$ cat src/rtl/cache_pkg.sv
// Shared encodings and line geometry for the I/D cache miss arbiter and the
// fill FSM that sits beside it.
package cache_pkg;

  localparam int ADDR_W           = 16;
  localparam int LINE_CHUNKS      = 8;
  localparam int BUSY_TIMEOUT     = 4;
  localparam int LINE_OFFSET_BITS = 4;

  typedef enum logic [2:0] {
    ST_IDLE,
    ST_ISSUE,
    ST_WAIT_BUSY,
    ST_FILL,
    ST_DONE
  } arb_state_t;

  typedef enum logic {
    OWNER_I = 1'b0,
    OWNER_D = 1'b1
  } owner_t;

  // Byte address -> address of the first byte of its cache line.
  function automatic logic [ADDR_W-1:0] line_base(input logic [ADDR_W-1:0] addr);
    logic [ADDR_W-1:0] mask;
    mask = '1;
    mask = mask << LINE_OFFSET_BITS;
    return addr & mask;
  endfunction

endpackage

$ cat src/rtl/cache_miss_arbiter.sv
// Arbitrates I- and D-cache misses onto a single line-fill FSM, routes the fill
// strobes back to the owning cache and flags fill-protocol violations.
module cache_miss_arbiter
  import cache_pkg::*;
(
  input  logic              clk,
  input  logic              rst,
  input  logic              icache_miss,
  input  logic [ADDR_W-1:0] icache_addr,
  input  logic              dcache_miss,
  input  logic [ADDR_W-1:0] dcache_addr,
  input  logic              fsm_busy,
  input  logic              fill_write_data,
  input  logic              fill_write_tag,
  input  logic [ADDR_W-1:0] fill_data,
  output logic              miss_detected,
  output logic [ADDR_W-1:0] miss_address,
  output logic              icache_write_data,
  output logic              icache_write_tag,
  output logic              dcache_write_data,
  output logic              dcache_write_tag,
  output logic [ADDR_W-1:0] cache_fill_data,
  output logic              icache_stall,
  output logic              dcache_stall,
  output logic              protocol_err
);

  localparam int WAIT_W = $clog2(BUSY_TIMEOUT);

  arb_state_t        state_reg, state_next;
  owner_t            owner_reg, owner_next;
  owner_t            last_grant_reg, last_grant_next;
  owner_t            grant;
  logic [ADDR_W-1:0] miss_address_reg, miss_address_next;
  logic [WAIT_W-1:0] wait_cnt_reg, wait_cnt_next;
  logic [3:0]        data_cnt_reg, data_cnt_next;
  logic [1:0]        tag_cnt_reg, tag_cnt_next;
  logic              err_reg, err_next;

  logic [1:0] miss_vec;
  logic [1:0] route_data;
  logic [1:0] route_tag;
  logic [1:0] stall_vec;
  logic       in_fill;

  assign miss_vec = {dcache_miss, icache_miss};
  // Reset gates every routed strobe so a fill interrupted by reset goes quiet at once.
  assign in_fill  = (state_reg == ST_FILL) && !rst;

  genvar gi;
  generate
    for (gi = 0; gi < 2; gi++) begin : g_route
      localparam owner_t GI_OWNER = (gi == 1) ? OWNER_D : OWNER_I;
      assign route_data[gi] = in_fill && (owner_reg == GI_OWNER) && fill_write_data;
      assign route_tag[gi]  = in_fill && (owner_reg == GI_OWNER) && fill_write_tag;
      assign stall_vec[gi]  = miss_vec[gi] ||
                              (!rst && (owner_reg == GI_OWNER) && (state_reg != ST_IDLE));
    end
  endgenerate

  assign icache_write_data = route_data[OWNER_I];
  assign icache_write_tag  = route_tag[OWNER_I];
  assign dcache_write_data = route_data[OWNER_D];
  assign dcache_write_tag  = route_tag[OWNER_D];
  assign icache_stall      = stall_vec[OWNER_I];
  assign dcache_stall      = stall_vec[OWNER_D];
  assign miss_detected     = (state_reg == ST_ISSUE) && !rst;
  assign miss_address      = miss_address_reg;
  assign cache_fill_data   = fill_data;
  assign protocol_err      = err_reg;

  always_comb begin
    state_next        = state_reg;
    owner_next        = owner_reg;
    last_grant_next   = last_grant_reg;
    miss_address_next = miss_address_reg;
    wait_cnt_next     = wait_cnt_reg;
    data_cnt_next     = data_cnt_reg;
    tag_cnt_next      = tag_cnt_reg;
    err_next          = err_reg;
    grant             = OWNER_I;

    if ((fill_write_data || fill_write_tag) && (state_reg != ST_FILL)) begin
      err_next = 1'b1;
    end

    case (state_reg)
      ST_IDLE: begin
        if (icache_miss || dcache_miss) begin
          // On a tie the cache that lost last time wins, so neither side starves.
          if (icache_miss && dcache_miss) begin
            grant = (last_grant_reg == OWNER_I) ? OWNER_D : OWNER_I;
          end else begin
            grant = dcache_miss ? OWNER_D : OWNER_I;
          end
          owner_next        = grant;
          last_grant_next   = grant;
          miss_address_next = line_base((grant == OWNER_D) ? dcache_addr : icache_addr);
          wait_cnt_next     = '0;
          data_cnt_next     = '0;
          tag_cnt_next      = '0;
          state_next        = ST_ISSUE;
        end
      end
      ST_ISSUE: begin
        wait_cnt_next = '0;
        state_next    = ST_WAIT_BUSY;
      end
      ST_WAIT_BUSY: begin
        if (fsm_busy) begin
          state_next = ST_FILL;
        end else if (wait_cnt_reg == WAIT_W'(BUSY_TIMEOUT - 1)) begin
          err_next   = 1'b1;
          state_next = ST_DONE;
        end else begin
          wait_cnt_next = wait_cnt_reg + 1'b1;
        end
      end
      ST_FILL: begin
        data_cnt_next = data_cnt_reg + {3'b000, fill_write_data};
        tag_cnt_next  = tag_cnt_reg + {1'b0, fill_write_tag};
        if (!fsm_busy) begin
          state_next = ST_DONE;
          if ((data_cnt_next != 4'(LINE_CHUNKS)) || (tag_cnt_next != 2'd1)) begin
            err_next = 1'b1;
          end
        end
      end
      ST_DONE: begin
        state_next = ST_IDLE;
      end
      default: begin
        state_next = ST_IDLE;
      end
    endcase
  end

  always_ff @(posedge clk) begin
    if (rst) begin
      state_reg        <= ST_IDLE;
      owner_reg        <= OWNER_I;
      last_grant_reg   <= OWNER_I;
      miss_address_reg <= '0;
      wait_cnt_reg     <= '0;
      data_cnt_reg     <= '0;
      tag_cnt_reg      <= '0;
      err_reg          <= 1'b0;
    end else begin
      state_reg        <= state_next;
      owner_reg        <= owner_next;
      last_grant_reg   <= last_grant_next;
      miss_address_reg <= miss_address_next;
      wait_cnt_reg     <= wait_cnt_next;
      data_cnt_reg     <= data_cnt_next;
      tag_cnt_reg      <= tag_cnt_next;
      err_reg          <= err_next;
    end
  end

endmodule

$ cat config.mk
export PLATFORM = sky130hd
export DESIGN_NAME = cache_miss_arbiter
export DESIGN_NICKNAME = d
export VERILOG_FILES = /design/src/rtl/cache_pkg.sv /design/src/rtl/cache_miss_arbiter.sv
export SDC_FILE = /design/constraint.sdc
export NUM_CORES = 1
export LEC_CHECK = 0
export ABC_AREA = 1
export BUFFER_PORTS_ARGS = -buffer_cell sky130_fd_sc_hd__buf_2
export CORE_ASPECT_RATIO = 1.5
export CORE_MARGIN = 8
export CORE_UTILIZATION = 44
export CTS_BUF_LIST = sky130_fd_sc_hd__clkbuf_4
export DETAILED_ROUTE_END_ITERATION = 10
export PLACE_DENSITY = 0.84
export SYNTH_ARGS = -nofsm -noshare
export SYNTH_HDL_FRONTEND = slang
export SYNTH_SLANG_ARGS = --single-unit
$ cat constraint.sdc
create_clock -name clk -period 1.45 [get_ports clk]
set_input_delay 0.145 -clock clk [delete_from_list [all_inputs] [get_ports clk]]
set_output_delay 0.145 -clock clk [all_outputs]
set_load 0.05 [all_outputs]
# [Word level (Yosys, flattened, before mapping)]
# Index checks and enable logic that the tools add are counted.
[op_classes] addsub=3 n_mul=0 div_mod_pow=0 n_lt_le_gt_ge=0 eq_ne=12 shift=0 muxes=24 bitwise_logic=1 reduce_logical=28
[ops] op="$mux 16" count=1
[ops] op="$logic_and 1x1->1" count=14
[ops] op="$mux 3" count=4
[ops] op="$pmux 3 s4" count=1
[ops] op="$mux 1" count=10
[ops] op="$ne 2x2->1 const B" count=4
[ops] op="$pmux 4 s2" count=1
[ops] op="$eq 3x2->1 const B" count=2
[ops] op="$mux 2" count=3
[ops] op="$pmux 2 s3" count=1
[ops] op="$reduce_bool 3->1" count=2
[ops] op="$logic_or 1x1->1" count=5
[ops] op="$add 4x1->4" count=1
[ops] op="$mux 4" count=1
[ops] op="$ne 4x4->1 const B" count=1
[ops] op="$pmux 2 s2" count=1
[ops] op="$reduce_and 2->1" count=2
[ops] op="$reduce_and 4->1" count=1
[ops] op="$eq 3x1->1 const B" count=1
[ops] op="$logic_not 3->1" count=1
[ops] op="$ne 3x2->1 const B" count=1
[ops] op="$ne 3x3->1 const B" count=1
[ops] op="$reduce_and 3->1" count=1
[ops] op="$add 2x1->2" count=1
[ops] op="7 further kinds" count=7
[totals] regBits=25 latch_bits=0 ram_bits=0 romBits=0 input_bits=55 out_inout_bits=40 elab_cells=75 mem_count=0

# [Longest topological paths before layout]
# Gate-level depths: netlist of run 1.
[logic_depth] ltp_word=6 depth_mapped=9 depth_no_buf=9

# [Least setup slack after synthesis of run 1]
# OpenSTA, ideal clock, no wires.
[synth_timing] kind="reg-to-output" startpoint="reg state_reg[0]" endpoint="out icache_stall" arrival_ns=1.855 t_required_ns=1.305 setup_slack_ns=-0.550 stages_incl_launch_ff=5 path_buffers=0 cell_sequence="dfxtp_1 > inv_1 > nand2_4 > inv_1 > o31ai_1"
[synth_via] elab_chain_len=3
[synth_rtl] element="start: declaration" line="cache_miss_arbiter.sv:30" rtl="arb_state_t state_reg, state_next;"
[synth_rtl] element="start signal: assignment" line="cache_miss_arbiter.sv:149" rtl="state_reg <= state_next;"
[synth_rtl] element="$reduce_bool 3->1" line="cache_miss_arbiter.sv:57" rtl="(!rst && (owner_reg == GI_OWNER) && (state_reg != ST_IDLE));"
[synth_rtl] element="$logic_and 1x1->1" line="cache_miss_arbiter.sv:57"
[synth_rtl] element="$logic_or 1x1->1" line="cache_miss_arbiter.sv:56" rtl="assign stall_vec[gi] = miss_vec[gi] ||"
[synth_rtl] element="end: declaration" line="cache_miss_arbiter.sv:23" rtl="output logic icache_stall,"
# No other way between the ends.

# [Worst setup path in the final report of run 1]
[layout_timing] startpoint="reg state_reg[1]" endpoint="out icache_write_tag"
[layout_via] elab_chain_len=4
[layout_rtl] element="$eq 3x2->1" line="cache_miss_arbiter.sv:48" rtl="assign in_fill = (state_reg == ST_FILL) && !rst;"
[layout_rtl] element="$logic_and 1x1->1" line="cache_miss_arbiter.sv:48"
[layout_rtl] element="$logic_and 1x1->1 (2 in series)" line="cache_miss_arbiter.sv:55" rtl="assign route_tag[gi] = in_fill && (owner_reg == GI_OWNER) && fill_write_tag;"
[layout_rtl] element="end: declaration" line="cache_miss_arbiter.sv:19" rtl="output logic icache_write_tag,"
# No other way between the ends.

==> results of run 1 <==
how the worst min path moves through the flow:
stage | end | cells past startpoint
CTS | miss_address[14] | 3
global route | miss_address[15] | 3
finish | miss_address[14] | 3
global placement | cache_fill_data[11] | 0
detailed placement | cache_fill_data[11] | 0
floorplan | miss_address[8] | 2
layout by cell type, fill, tap and decap left out, types with 4 or more instances in the layout:
| cell type | n |
|---|---|
| a21oi_1 | 26 |
| buf_6 | 7 |
| buf_4 | 19 |
| o21ai_0 | 8 |
| nand2_1 | 41 |
| conb_1 | 4 |
| o211ai_1 | 4 |
| inv_1 | 19 |
| clkbuf_4 | 4 |
| nor2_1 | 11 |
| buf_2 | 43 |
| nor2_4 | 7 |
| dfxtp_1 | 20 |
| nand3_1 | 13 |
cell families (layout without fill, tap and decap cells):
logic type / after synthesis / in the layout
flops: 25 / 25
xor+xnor: 1 / 1
simple gates: 85 / 86
compound gates: 47 / 47
buf+inv: 52 / 100
fa+ha+maj: 4 / 4
other cells: 1 / 4
stage by stage:
stage / area (µm²) / hold WS (ns) / instances / setup WS [ns] / power [W]
2_1_floorplan: 1580 / 0.290 / 218 / -0.0970 / 0.00248
3_3_place_gp: 1740 / 0.290 / 292 / 0.0892 / 0.00268
3_5_place_dp: 1740 / 0.290 / 292 / 0.0680 / 0.00270
4_1_cts: 1850 / 0.0406 / 299 / -0.0673 / 0.00316
5_1_grt: 2010 / 0.0423 / 309 / -0.116 / 0.00369
6_report: 2010 / 0.0481 / 309 / -0.0452 / 0.00344
power breakdown:
| part | switching, W | internal (W) | leakage, nW | total, W |
|---|---|---|---|---|
| Combinational | 0.00135 | 0.000743 | 0.723 | 0.00210 |
| Sequential | 0.000119 | 0.000883 | 0.208 | 0.00100 |
| Clock | 0.000214 | 0.000127 | 0.0184 | 0.000341 |
| Total | 0.00169 | 0.00175 | 0.950 | 0.00344 |
metal layers:
| metal | track usage | up-vias |
|---|---|---|
| met2 | 0.268 | 47 |
| met5 | 0 | - |
| met4 | 0.0817 | 0 |
| met3 | 0.0346 | 12 |
| li1 | - | 778 |
| met1 | 0.142 | 682 |
cell type report:
cell class              count  area (µm²)  area share
repair buffers             70         452       0.225
well taps                  42        52.6      0.0262
flip-flops and latches     25         514       0.256
clock buffers               4        30.0      0.0150
inverters                  26         110      0.0549
multi-input cells         142         848       0.423
worst register-to-register path, cell delays in order, from the launching register on:
cell	delay (ns)
dfxtp_4	0.39
nor2_4	0.20
nand2_4	0.08
buf_6	0.14
nor2_8	0.16
buf_4	0.15
o211ai_1	0.08
a21oi_1	0.12
what timing repair did:
item / 4_1_cts / 5_1_grt
pin swaps: 1 / 8
resized for setup: 23 / 21
setup endpoints to repair: 7 / 16
setup buffers: 3 / 9
gates cloned: 0 / 1
==> flow_summary.ini, run 1 <==
[yosys]
synth_ff_type = dfxtp_1
yosys-top-cells-count = nand2_1 (43), a21oi_1 (29), dfxtp_1 (25)
yosysTopAreaCell = dfxtp_1
synth.most_common_cell = nand2_1
syn-cell-area_mm2 = 0.00153
synth-adder-area-share = 0.0328
yosysSeqAreaShare = 0.328
ys_top_cells_by_area = dfxtp_1 (33%), nand2_1 (11%), buf_4 (10%)
yosysUniqueCellTypes = 31
async_flop_share = 0
synthCells = 215
avgSynthCellArea_um2 = 7.11
ys_seq_elements = 25
synth_edf_count = 0
synth.top_cell.area_share = 0.328
yosys.area_share.simple = 0.260
synth_compound_area_frac = 0.177
synth-xor-area-share = 0.00573
yosysWarnings = 0
synth_top_family_by_area = simple AND/OR/NAND/NOR gates
yosys-mux-area-fraction = 0

[min_path]
hold_path_class = in2reg
hp-start = dcache_addr[14]

[sta]
worst_slack_ns = -0.0452
final-hold-violation-count = 0
final_max_slew_viol_count = 0
rsz0062_at_grt = true
min_period_over_period = 1.03
finalClockSkew_ns = 0.00639
max_freq_mhz = 669
finalCriticalPeriod_ns = 1.50
setup_viol = 5
setup-tns-final_ns = -0.122

[drt]
finalWirelength_mm = 4.06
ant_nets = 0
routed.top_layer = met4
vias_per_cell = 4.92
drc = 0
drtIter0Drc = 32
routed-via-count = 1519
wire_per_inst_um = 13.1
drt-met1-wl_mm = 1.57
wl_met2_mm = 2.12
drtPass1Iterations = 4
met3_length_um = 271

[grt]
grt_pass1_vias = 1564
grt_max_degree = 19
track_usage = 0.144
overflow = 0
grt_pass1_wl_mm = 6.61
antenna_found_initial = 0

[job]
cap_violations = 0

[floorplan]
die_y_um = 88.2
core_area_mm2 = 0.00335
dieArea_mm2 = 0.00565
fp-row-count = 26
ios = 95
initial_core_util = 0.456
die_w_um = 64.1

[clock_tree]
h-tree-depth = 1
cts.sinks = 25
cts_tree = done
cts.root.buffer_cell = clkbuf_4
clk_pin_slew_ns = 0.14
clock_latency_ns = 0.33
clockBufferDepth = 2
numCtsBuffers = 3
cts_hold_buf = 0

[run_status]
status = complete, but fails checks
violations = negative setup slack

[worst_setup_path]
crit_slowest_cell = dfxtp_4
r2r_slack_ns = 0.07
worstSetupPathType = reg2out
critPathLaunch = state_reg[1]
path_cells = inv_4 > nor2_4 > nand2_2 > inv_4 > nand3_4 > nor2_2 > buf_6
arrival_ns = 1.35
max_stage_delay_ns = 0.40
crit_buf_inv = 3
critPathCapture = icache_write_tag
start_kind = flip-flop
cp_common_cell = inv_4
cp_top_family = flip-flops
path_depth = 7
r2r_end = miss_address[4]
path_max_fanout = 3
ff2ff_path_depth = 7
cp-end-kind = output port
r2r-start = state_reg[1]
cp.required_ns = 1.31

[power_and_ir_drop]
p_leak_nw = 0.950
vdd_drop_max_v = 0.00102
powerDensity_mw_per_mm2 = 1710

[final_layout]
final_core_util = 0.599
fin_nets = 327
largest_reg_flops = 12
syn_to_final_growth_pct = 31.4
drive_gt1_frac = 0.412
antenna_cells = 0
fill_cells = 303

[placed_design]
port_buffers = 50
gp_congestion = 0.786
hpwlAfterDp_mm = 2.95
Power figures use the tool's default switching activity.
==> run 2: changes to the inputs <==
--- a/config.mk
+++ b/config.mk
@@ -5,13 +5,14 @@
 export SDC_FILE = /design/constraint.sdc
 export NUM_CORES = 1
 export LEC_CHECK = 0
-export ABC_AREA = 1
+export ABC_AREA = 0
 export BUFFER_PORTS_ARGS = -buffer_cell sky130_fd_sc_hd__buf_2
 export CORE_ASPECT_RATIO = 1.5
 export CORE_MARGIN = 8
 export CORE_UTILIZATION = 44
 export CTS_BUF_LIST = sky130_fd_sc_hd__clkbuf_4
 export DETAILED_ROUTE_END_ITERATION = 10
+export HOLD_SLACK_MARGIN = 0.06
 export PLACE_DENSITY = 0.84
 export SYNTH_ARGS = -nofsm -noshare
 export SYNTH_HDL_FRONTEND = slang
==> flow_summary.ini, run 2 <==
[yosys]
synth_edf_count = 0
avgSynthCellArea_um2 = 9.13
ys_top_cells_by_area = dfxtp_1 (33%), buf_4 (11%), mux2i_1 (8.0%)
synth.most_common_cell = dfxtp_1
yosysWarnings = 0
synth.top_cell.area_share = 0.332
yosysUniqueCellTypes = 40
yosysTopAreaCell = dfxtp_1
yosysSeqAreaShare = 0.332
yosys-top-cells-count = dfxtp_1 (25), buf_4 (22), nor2_1 (18)
synth_ff_type = dfxtp_1
async_flop_share = 0
synthCells = 165
ys_seq_elements = 25
syn-cell-area_mm2 = 0.00151

[final_layout]
drive_gt1_frac = 0.545
fill_cells = 279
antenna_cells = 0
largest_reg_flops = 12
final_cell_mix = buf_2 (43), dfxtp_1 (21), nor2_1 (13)
final_core_util = 0.590
fin_nets = 269
seq_area_um2 = 508
multi_input_area_um2 = 921
layout_commonest_cell = buf_2
postLayoutCellArea_mm2 = 0.00198
syn_to_final_growth_pct = 31.2

[sta]
max_freq_mhz = 633
hold_ws_ns = 0.138
final-hold-violation-count = 0
rsz0062_at_grt = true
final_max_slew_viol_count = 0
min_period_over_period = 1.09
worst_slack_ns = -0.129
setup_viol = 19
finalCriticalPeriod_ns = 1.58
finalClockSkew_ns = 0.0107

[grt]
grt_pass1_wl_mm = 6.17
grt_pass1_vias = 1373
overflow = 0
antenna_found_initial = 0
grt_max_degree = 15
track_usage = 0.136

[drt]
drtPass1Iterations = 4
drtIter0Drc = 30
finalWirelength_mm = 4.28
drc = 0
ant_nets = 0
routed-via-count = 1376
wire_per_inst_um = 17.0
vias_per_cell = 5.48

[clock_tree]
h-tree-depth = 1
cts.root.buffer_cell = clkbuf_4
cts.sinks = 25
numCtsBuffers = 3
clockBufferDepth = 2
clock_latency_ns = 0.31
clk_pin_slew_ns = 0.14
cts_tree = done

[power_and_ir_drop]
p_int_w = 0.00118
finalPower_w = 0.00201
clkPwrFrac = 0.151
powerDensity_mw_per_mm2 = 1020
p_leak_nw = 0.872
vdd_drop_max_v = 0.000648
switching_share = 0.410
power_frac_comb = 0.449
p_seq_frac = 0.400
p_switching_w = 0.000824

[job]
cap_violations = 0

[placed_design]
post-place-ws_ns = -0.000557
hpwlAfterDp_mm = 2.84
gp_congestion = 0.782
placed_cell_area_mm2 = 0.00173
port_buffers = 50

[run_status]
violations = negative setup slack
status = complete, but fails checks

[floorplan]
die_w_um = 63.8
fp-row-count = 26
dieArea_mm2 = 0.00559
core_area_mm2 = 0.00335
die_y_um = 87.7
initial_core_util = 0.450
ios = 95

[worst_setup_path]
cp.required_ns = 1.31
critPathLaunch = state_reg[2]
start_kind = flip-flop
arrival_ns = 1.43
r2r_slack_ns = -0.07
r2r-start = state_reg[2]
path_max_fanout = 5
cp-end-kind = output port
worstSetupPathType = reg2out

[min_path]
hp-start = icache_miss
hold_path_class = in2reg
[run 2: cells by family after synthesis]
| group | share of synthesized area |
|---|---|
| and+or+nand+nor | 0.176 |
| AOI/OAI and AO/OA | 0.191 |
| buffers and inverters | 0.160 |
| DFF | 0.332 |
| muxes | 0.0872 |
| adders and majority gates | 0.0332 |
| xor gates and xnor gates | 0.0174 |
| other | 0.00249 |
[run 2: metal layers]
metal	vias up	routed length [µm]	share of wire	track usage
met5	-	0	0	0
met4	0	72	0.017	0.0713
met3	8	253	0.059	0.0333
met2	48	2390	0.56	0.269
met1	665	1570	0.37	0.123
li1	655	-	-	-
[run 2: worst paths after layout]
path,to,cells after the start
worst max-delay path,icache_write_tag,4
worst min-delay path,last_grant_reg,2
worst max register to register,miss_address[13],7
worst min register to register,data_cnt_reg[0],2
[run 2: area by class of cell]
type / instances / area share
Multi-Input combinational cell: 110 / 0.466
Sequential cell: 25 / 0.257
Clock inverter: 1 / 0.00253
Clock buffer: 3 / 0.0114
Tap cell: 42 / 0.0266
Timing Repair Buffer: 68 / 0.233
Inverter: 2 / 0.00380
[run 2: worst max-delay path: stages, from the launching register on]
cell and delay [ns]:
dfxtp_2 0.35, nand3b_1 0.17, buf_6 0.15, nor4b_4 0.25
buf_6 0.19
[run 2: power groups by stage]
stage	sequential, W	combinational (W)	clock [W]
3_3_place_gp	0.000808	0.000741	0
5_1_grt	0.000813	0.000949	0.000348
3_5_place_dp	0.000812	0.000758	0
6_report	0.000803	0.000902	0.000303
4_1_cts	0.000798	0.000860	0.000319
2_1_floorplan	0.000995	0.000543	0
[run 2: repair_timing]
action | 4_1_cts | 5_1_grt
resized for setup | 20 | 25
pin swaps | 7 | 12
gates cloned | 1 | 0
hold buffers | 0 | 0
endpoints found under the setup margin | 14 | 28
setup buffers | 6 | 1
[run 2: metrics by stage]
step           instances  setup TNS, ns
6_report             251          -1.04
5_1_grt              251          -2.58
4_1_cts              252         -0.499
3_5_place_dp         241      -0.000557
3_3_place_gp         241              0
2_1_floorplan        168         -0.154
